--- src/rtl/pre_process_ctrl.sv ---
// rtl/pre_process_ctrl.sv - frame sequencer feeding one frame per run into the
// pre-processing datapath, with ping-pong integral-image bank tracking.
module pre_process_ctrl #(
  parameter int FRAME_WORDS   = 19200,
  parameter int IIG_WORDS     = 4800,
  parameter int DRAIN_TIMEOUT = 1024
) (
  input  logic        iClk,
  input  logic        iReset,
  input  logic        iEnable,
  input  logic        iFifo_empty,
  input  logic [31:0] iFifo_data,
  output logic        oFifo_rdreq,
  output logic        oInput_ready,
  output logic [31:0] oData_in,
  output logic        oRun_IIG,
  input  logic        iIIG_wrreq,
  output logic        oBank_sel,
  output logic [1:0]  oBank_full,
  input  logic        iRelease,
  input  logic        iRelease_bank,
  output logic        oFrame_done,
  output logic [15:0] oFrame_count,
  output logic [15:0] oDrop_count,
  output logic        oError
);

  localparam int RD_W = $clog2(FRAME_WORDS + 1);
  localparam int WR_W = $clog2(IIG_WORDS + 1);
  localparam int TO_W = $clog2(DRAIN_TIMEOUT + 1);

  localparam logic [RD_W-1:0] RD_MAX  = RD_W'(FRAME_WORDS);
  localparam logic [RD_W-1:0] RD_LAST = RD_W'(FRAME_WORDS - 1);
  localparam logic [WR_W-1:0] WR_MAX  = WR_W'(IIG_WORDS);
  localparam logic [TO_W-1:0] TO_LAST = TO_W'(DRAIN_TIMEOUT - 1);

  typedef enum logic [1:0] {
    S_IDLE   = 2'd0,
    S_STREAM = 2'd1,
    S_DRAIN  = 2'd2,
    S_DROP   = 2'd3
  } state_t;

  state_t      state_q, state_d;
  logic [RD_W-1:0] rd_cnt_q, rd_cnt_d;
  logic [WR_W-1:0] wr_cnt_q, wr_cnt_d;
  logic [TO_W-1:0] drain_cnt_q, drain_cnt_d;
  logic        input_ready_q, input_ready_d;
  logic        bank_sel_q, bank_sel_d;
  logic [1:0]  bank_full_q, bank_full_d;
  logic        frame_done_q, frame_done_d;
  logic [15:0] frame_count_q, frame_count_d;
  logic [15:0] drop_count_q, drop_count_d;
  logic        error_q, error_d;

  logic rdreq;
  logic iig_active;
  logic last_req;
  logic complete;

  always_comb begin
    iig_active = (state_q == S_STREAM) || (state_q == S_DRAIN);
    rdreq      = ((state_q == S_STREAM) || (state_q == S_DROP)) &&
                 !iFifo_empty && (rd_cnt_q < RD_MAX);
    last_req   = rdreq && (rd_cnt_q == RD_LAST);
    complete   = (state_q == S_DRAIN) && (wr_cnt_q == WR_MAX);
  end

  always_comb begin
    state_d       = state_q;
    rd_cnt_d      = rd_cnt_q;
    wr_cnt_d      = wr_cnt_q;
    drain_cnt_d   = drain_cnt_q;
    bank_sel_d    = bank_sel_q;
    bank_full_d   = bank_full_q;
    frame_done_d  = 1'b0;
    frame_count_d = frame_count_q;
    drop_count_d  = drop_count_q;
    error_d       = error_q;
    input_ready_d = rdreq && (state_q == S_STREAM);

    if (rdreq) begin
      rd_cnt_d = rd_cnt_q + 1'b1;
    end
    if (iIIG_wrreq && iig_active && (wr_cnt_q != WR_MAX)) begin
      wr_cnt_d = wr_cnt_q + 1'b1;
    end
    // Release is applied first so a completion-set on the same bank overrides it.
    if (iRelease) begin
      bank_full_d[iRelease_bank] = 1'b0;
    end

    case (state_q)
      S_IDLE: begin
        if (iEnable) begin
          if (!bank_full_q[bank_sel_q]) begin
            state_d  = S_STREAM;
            rd_cnt_d = '0;
            wr_cnt_d = '0;
          end else if (!iFifo_empty) begin
            state_d  = S_DROP;
            rd_cnt_d = '0;
          end
        end
      end
      S_STREAM: begin
        if (last_req) begin
          state_d     = S_DRAIN;
          drain_cnt_d = '0;
        end
      end
      S_DRAIN: begin
        drain_cnt_d = drain_cnt_q + 1'b1;
        if (complete) begin
          bank_full_d[bank_sel_q] = 1'b1;
          bank_sel_d    = ~bank_sel_q;
          frame_done_d  = 1'b1;
          frame_count_d = frame_count_q + 16'd1;
          state_d       = S_IDLE;
        end else if (drain_cnt_q == TO_LAST) begin
          error_d = 1'b1;
          state_d = S_IDLE;
        end
      end
      S_DROP: begin
        if (last_req) begin
          drop_count_d = drop_count_q + 16'd1;
          state_d      = S_IDLE;
        end
      end
      default: state_d = S_IDLE;
    endcase
  end

  always_ff @(posedge iClk or posedge iReset) begin
    if (iReset) begin
      state_q       <= S_IDLE;
      rd_cnt_q      <= '0;
      wr_cnt_q      <= '0;
      drain_cnt_q   <= '0;
      input_ready_q <= 1'b0;
      bank_sel_q    <= 1'b0;
      bank_full_q   <= 2'b00;
      frame_done_q  <= 1'b0;
      frame_count_q <= 16'd0;
      drop_count_q  <= 16'd0;
      error_q       <= 1'b0;
    end else begin
      state_q       <= state_d;
      rd_cnt_q      <= rd_cnt_d;
      wr_cnt_q      <= wr_cnt_d;
      drain_cnt_q   <= drain_cnt_d;
      input_ready_q <= input_ready_d;
      bank_sel_q    <= bank_sel_d;
      bank_full_q   <= bank_full_d;
      frame_done_q  <= frame_done_d;
      frame_count_q <= frame_count_d;
      drop_count_q  <= drop_count_d;
      error_q       <= error_d;
    end
  end

  assign oFifo_rdreq  = rdreq;
  assign oInput_ready = input_ready_q;
  assign oData_in     = iFifo_data;
  assign oRun_IIG     = iig_active;
  assign oBank_sel    = bank_sel_q;
  assign oBank_full   = bank_full_q;
  assign oFrame_done  = frame_done_q;
  assign oFrame_count = frame_count_q;
  assign oDrop_count  = drop_count_q;
  assign oError       = error_q;

endmodule

--- config.mk ---
export PLATFORM = sky130hd
export DESIGN_NAME = pre_process_ctrl
export DESIGN_NICKNAME = d
export VERILOG_FILES = /design/src/rtl/pre_process_ctrl.sv
export SDC_FILE = /design/constraint.sdc
export NUM_CORES = 1
export LEC_CHECK = 0
export CAP_MARGIN = 30
export CORE_MARGIN = 2
export CORE_UTILIZATION = 31
export DETAILED_ROUTE_END_ITERATION = 12
export PLACE_DENSITY = 0.58
export RECOVER_POWER = 25
export REMOVE_ABC_BUFFERS = 1
export SYNTH_ARGS = -nofsm -noshare
export SYNTH_HDL_FRONTEND = slang
export SYNTH_SLANG_ARGS = --single-unit
export TNS_END_PERCENT = 10
--- constraint.sdc ---
create_clock -name iClk -period 6.7 [get_ports iClk]
set_input_delay 0.67 -clock iClk [delete_from_list [all_inputs] [get_ports iClk]]
set_output_delay 0.67 -clock iClk [all_outputs]
set_load 0.01 [all_outputs]
==> results_dict.tcl <==
set metrics [dict create \
    outcome "complete, but fails checks" \
    violations "capacitance limit, slew limit" \
    cts_sinks 79 \
    drt-total-wl_mm 9.83 \
    drive_gt1_share_pct 8.17 \
    dr.pass1.iters 4 \
    nNetsFinal 497 \
    cap_violations 1 \
    syn_inst 426 \
    total_leakage_power_nw 2.16 \
    timing.hold.ws_ns 0.466 \
    fin_crit_ns 3.13 \
    cts_tree "built" \
    antenna_cells 0 \
    drc 0 \
    antenna_found_initial 0 \
    crit_path_start_kind "primary input" \
    fin_crit_sh_pct 46.8 \
    hold_buffers 0 \
    p_per_area_nw_per_um2 250 \
    crit_path_end_kind "primary output" \
    vias 3151 \
    clk-insertion-delay-late_ns 0.34 \
    grt_pass1_vias 3142 \
    instances_no_fill 629 \
    hold_path.class "flip-flop to flip-flop" \
    h-tree-depth 3 \
    syn_area_um2 4240 \
    async_reset_ff_share_pct 100 \
    ctsResizeCount 0 \
    dp.cells 612 \
    ys_seq_area_share_pct 46.6 \
    die_h_um 121 \
    rows 42 \
    crit_arrival_ns 2.46 \
    fin_skew_ns 0.00472 \
    rsz0062_at_grt "no" \
    synth_edf_count 0 \
    viasPerCell 5.01 \
    cts.path.max_buffers 2 \
    hold_viol 0 \
    io_pins 111 \
    die_area_um2 14600 \
    start_util_pct 31.9 \
    avgSynthCellArea_um2 9.95 \
    postCtsSetupRepairBufs 0 \
    slew-limit-headroom_pct -18.3 \
    yosysUniqueCellTypes 51 \
    dieWidth_um 121 \
    wl_per_cell_um 15.6 \
    cts_root_buffer "clkbuf_16" \
    crit_type "primary input to primary output" \
    place_hpwl_mm 7.06 \
    ant_nets 0 \
    clock.fmax_mhz 319 \
    setup_viol_count_final 0 \
    path_clk_slew_ns 0.06 \
    reg2reg_slack_ns 4.07 \
    critPathRequiredTime_ns 6.03 \
    core_um2 13300 \
    max_slew.worst_pin.slew_ns 1.77 \
    overflow 0 \
    syn_to_final_growth_pct 18.7 \
    io_buffers 46 \
    synth-seq-cells 79 \
    grt_max_degree 51 \
    cts_buffers 9 \
    ir_worst_vdd_mv 0.146 \
    critPathMaxFanout 7 \
    fin_tns_setup_ns 0 \
    yosysWarnings 0 \
    drt_iter0_markers 245 \
    ys.flop_type "dfrtp_1" \
    grt_pass1_wl_mm 16.2 \
    grtUsageTotal_pct 14.3 \
    slew_violations 30 \
    place.gp.congestion 0.789 \
]
==> cell usage after synthesis (all sizes together), types with 2 or more instances <==
cell / instances / area, um^2
a22o: 10 / 87.6
or3: 9 / 56.3
a21oi: 12 / 60.1
and2: 7 / 43.8
xnor2: 14 / 123
mux2: 4 / 45.0
o21ai: 24 / 120
dfrtp: 79 / 1980
and3: 5 / 36.3
buf: 33 / 251
o31ai: 6 / 45.0
mux2i: 2 / 20.0
nor3b: 2 / 15.0
clkinv: 2 / 7.51
xor2: 26 / 228
o311ai: 2 / 17.5
o211ai: 4 / 30.0
or4: 4 / 37.5
clkbuf: 5 / 18.8
or2: 4 / 25.0
ha: 10 / 125
nor3: 12 / 71.3
inv: 16 / 60.1
nand3: 22 / 115
nand4: 19 / 134
nor4b: 3 / 47.5
nand2: 36 / 135
o41ai: 2 / 17.5
nor2: 31 / 116
nand2b: 5 / 31.3
and4: 4 / 35.0
==> critical path, stage by stage <==
cell and delay [ns]:
clkdlybuf4s50_1 0.54, o21ba_2 0.18, o211ai_1 0.20, clkinv_1 0.31, clkdlybuf4s50_1 0.55
==> per-layer routing <==
| layer | global-route usage, % | part of all wire [%] | up-vias |
|---|---|---|---|
| li1 | - | - | 1524 |
| met1 | 17.9 | 45 | 1538 |
| met2 | 21.3 | 46 | 82 |
| met3 | 7.52 | 7.7 | 7 |
| met4 | 3.78 | 0.93 | 0 |
| met5 | 2.57 | 0 | - |
==> metrics by stage <==
step | total power, mW | util (%) | setup WS [ns] | instance area, um^2
6_report | 1.26 | 37.9 | 3.57 | 5030
3_5_place_dp | 0.694 | 35.2 | 3.53 | 4690
5_1_grt | 1.32 | 37.9 | 3.39 | 5030
3_3_place_gp | 0.687 | 35.0 | 3.60 | 4660
2_1_floorplan | 0.633 | - | 4.01 | 3970
4_1_cts | 1.27 | 37.8 | 3.55 | 5030
==> cell type report <==
class	count	area [um^2]
fillers	1299	8260
flip-flops and latches	79	1980
multi-input cells	291	1920
repair buffers	49	497
clock buffers	9	225
well taps	176	220
clock inverters	7	120
inverters	18	68.8
==> cells in the final DEF (no fill, tap or decap), types with 5 or more instances in the layout <==
master | synthesis | final
dfrtp_1 | 79 | 79
clkdlybuf4s50_1 | 0 | 45
nand2_1 | 36 | 36
nor2_1 | 31 | 31
xor2_1 | 26 | 26
o21ai_0 | 24 | 24
nand3_1 | 21 | 21
nand4_1 | 18 | 18
inv_1 | 16 | 15
xnor2_1 | 14 | 14
a21oi_1 | 12 | 12
nor3_1 | 11 | 11
a22o_1 | 10 | 10
ha_1 | 10 | 10
or3_1 | 9 | 9
clkbuf_16 | 0 | 9
and2_1 | 7 | 7
o31ai_1 | 6 | 6
nand2b_1 | 5 | 5
==> cell families (layout without fill, tap and decap cells) <==
group                    Yosys count  in the layout  synth area share [%]
multiplexers                       6              6                  1.53
adder cells (fa/ha/maj)           10             10                  2.95
flip-flops                        79             79                  46.6
AO/OA/AOI/OAI                     67             67                  10.4
AND/OR/NAND/NOR                  168            168                  22.3
XOR/XNOR                          40             40                  8.26
buffers and inverters             56             83                  7.97
==> power breakdown <==
group	internal [mW]	leakage, nW	total (mW)	switching [mW]
registers	0.494	1.09	0.510	0.0161
logic	0.0650	0.902	0.176	0.111
clock network	0.365	0.166	0.571	0.206
total	0.924	2.16	1.26	0.332
==> path summary, 6_finish.rpt <==
kind                        startpoint          endpoint  depth (start not counted)
max in group asynchronous       iReset       rd_cnt_q[7]                          3
min reg2reg                     oError            oError                          2
max reg2reg                 state_q[1]    drain_cnt_q[0]                          8
min in group asynchronous       iReset  oFrame_count[15]                          3
max                        iFifo_empty       oFifo_rdreq                          5
min                             oError            oError                          2
==> state kept, by name (all words and copies together), names as in the netlist <==
signal / cells
drain_cnt_q: 11
oBank_full: 2
oBank_sel: 1
oDrop_count: 16
oError: 1
oFrame_count: 16
oFrame_done: 1
oInput_ready: 1
rd_cnt_q: 15
state_q: 2
wr_cnt_q: 13
Power figures use the tool's default switching activity.
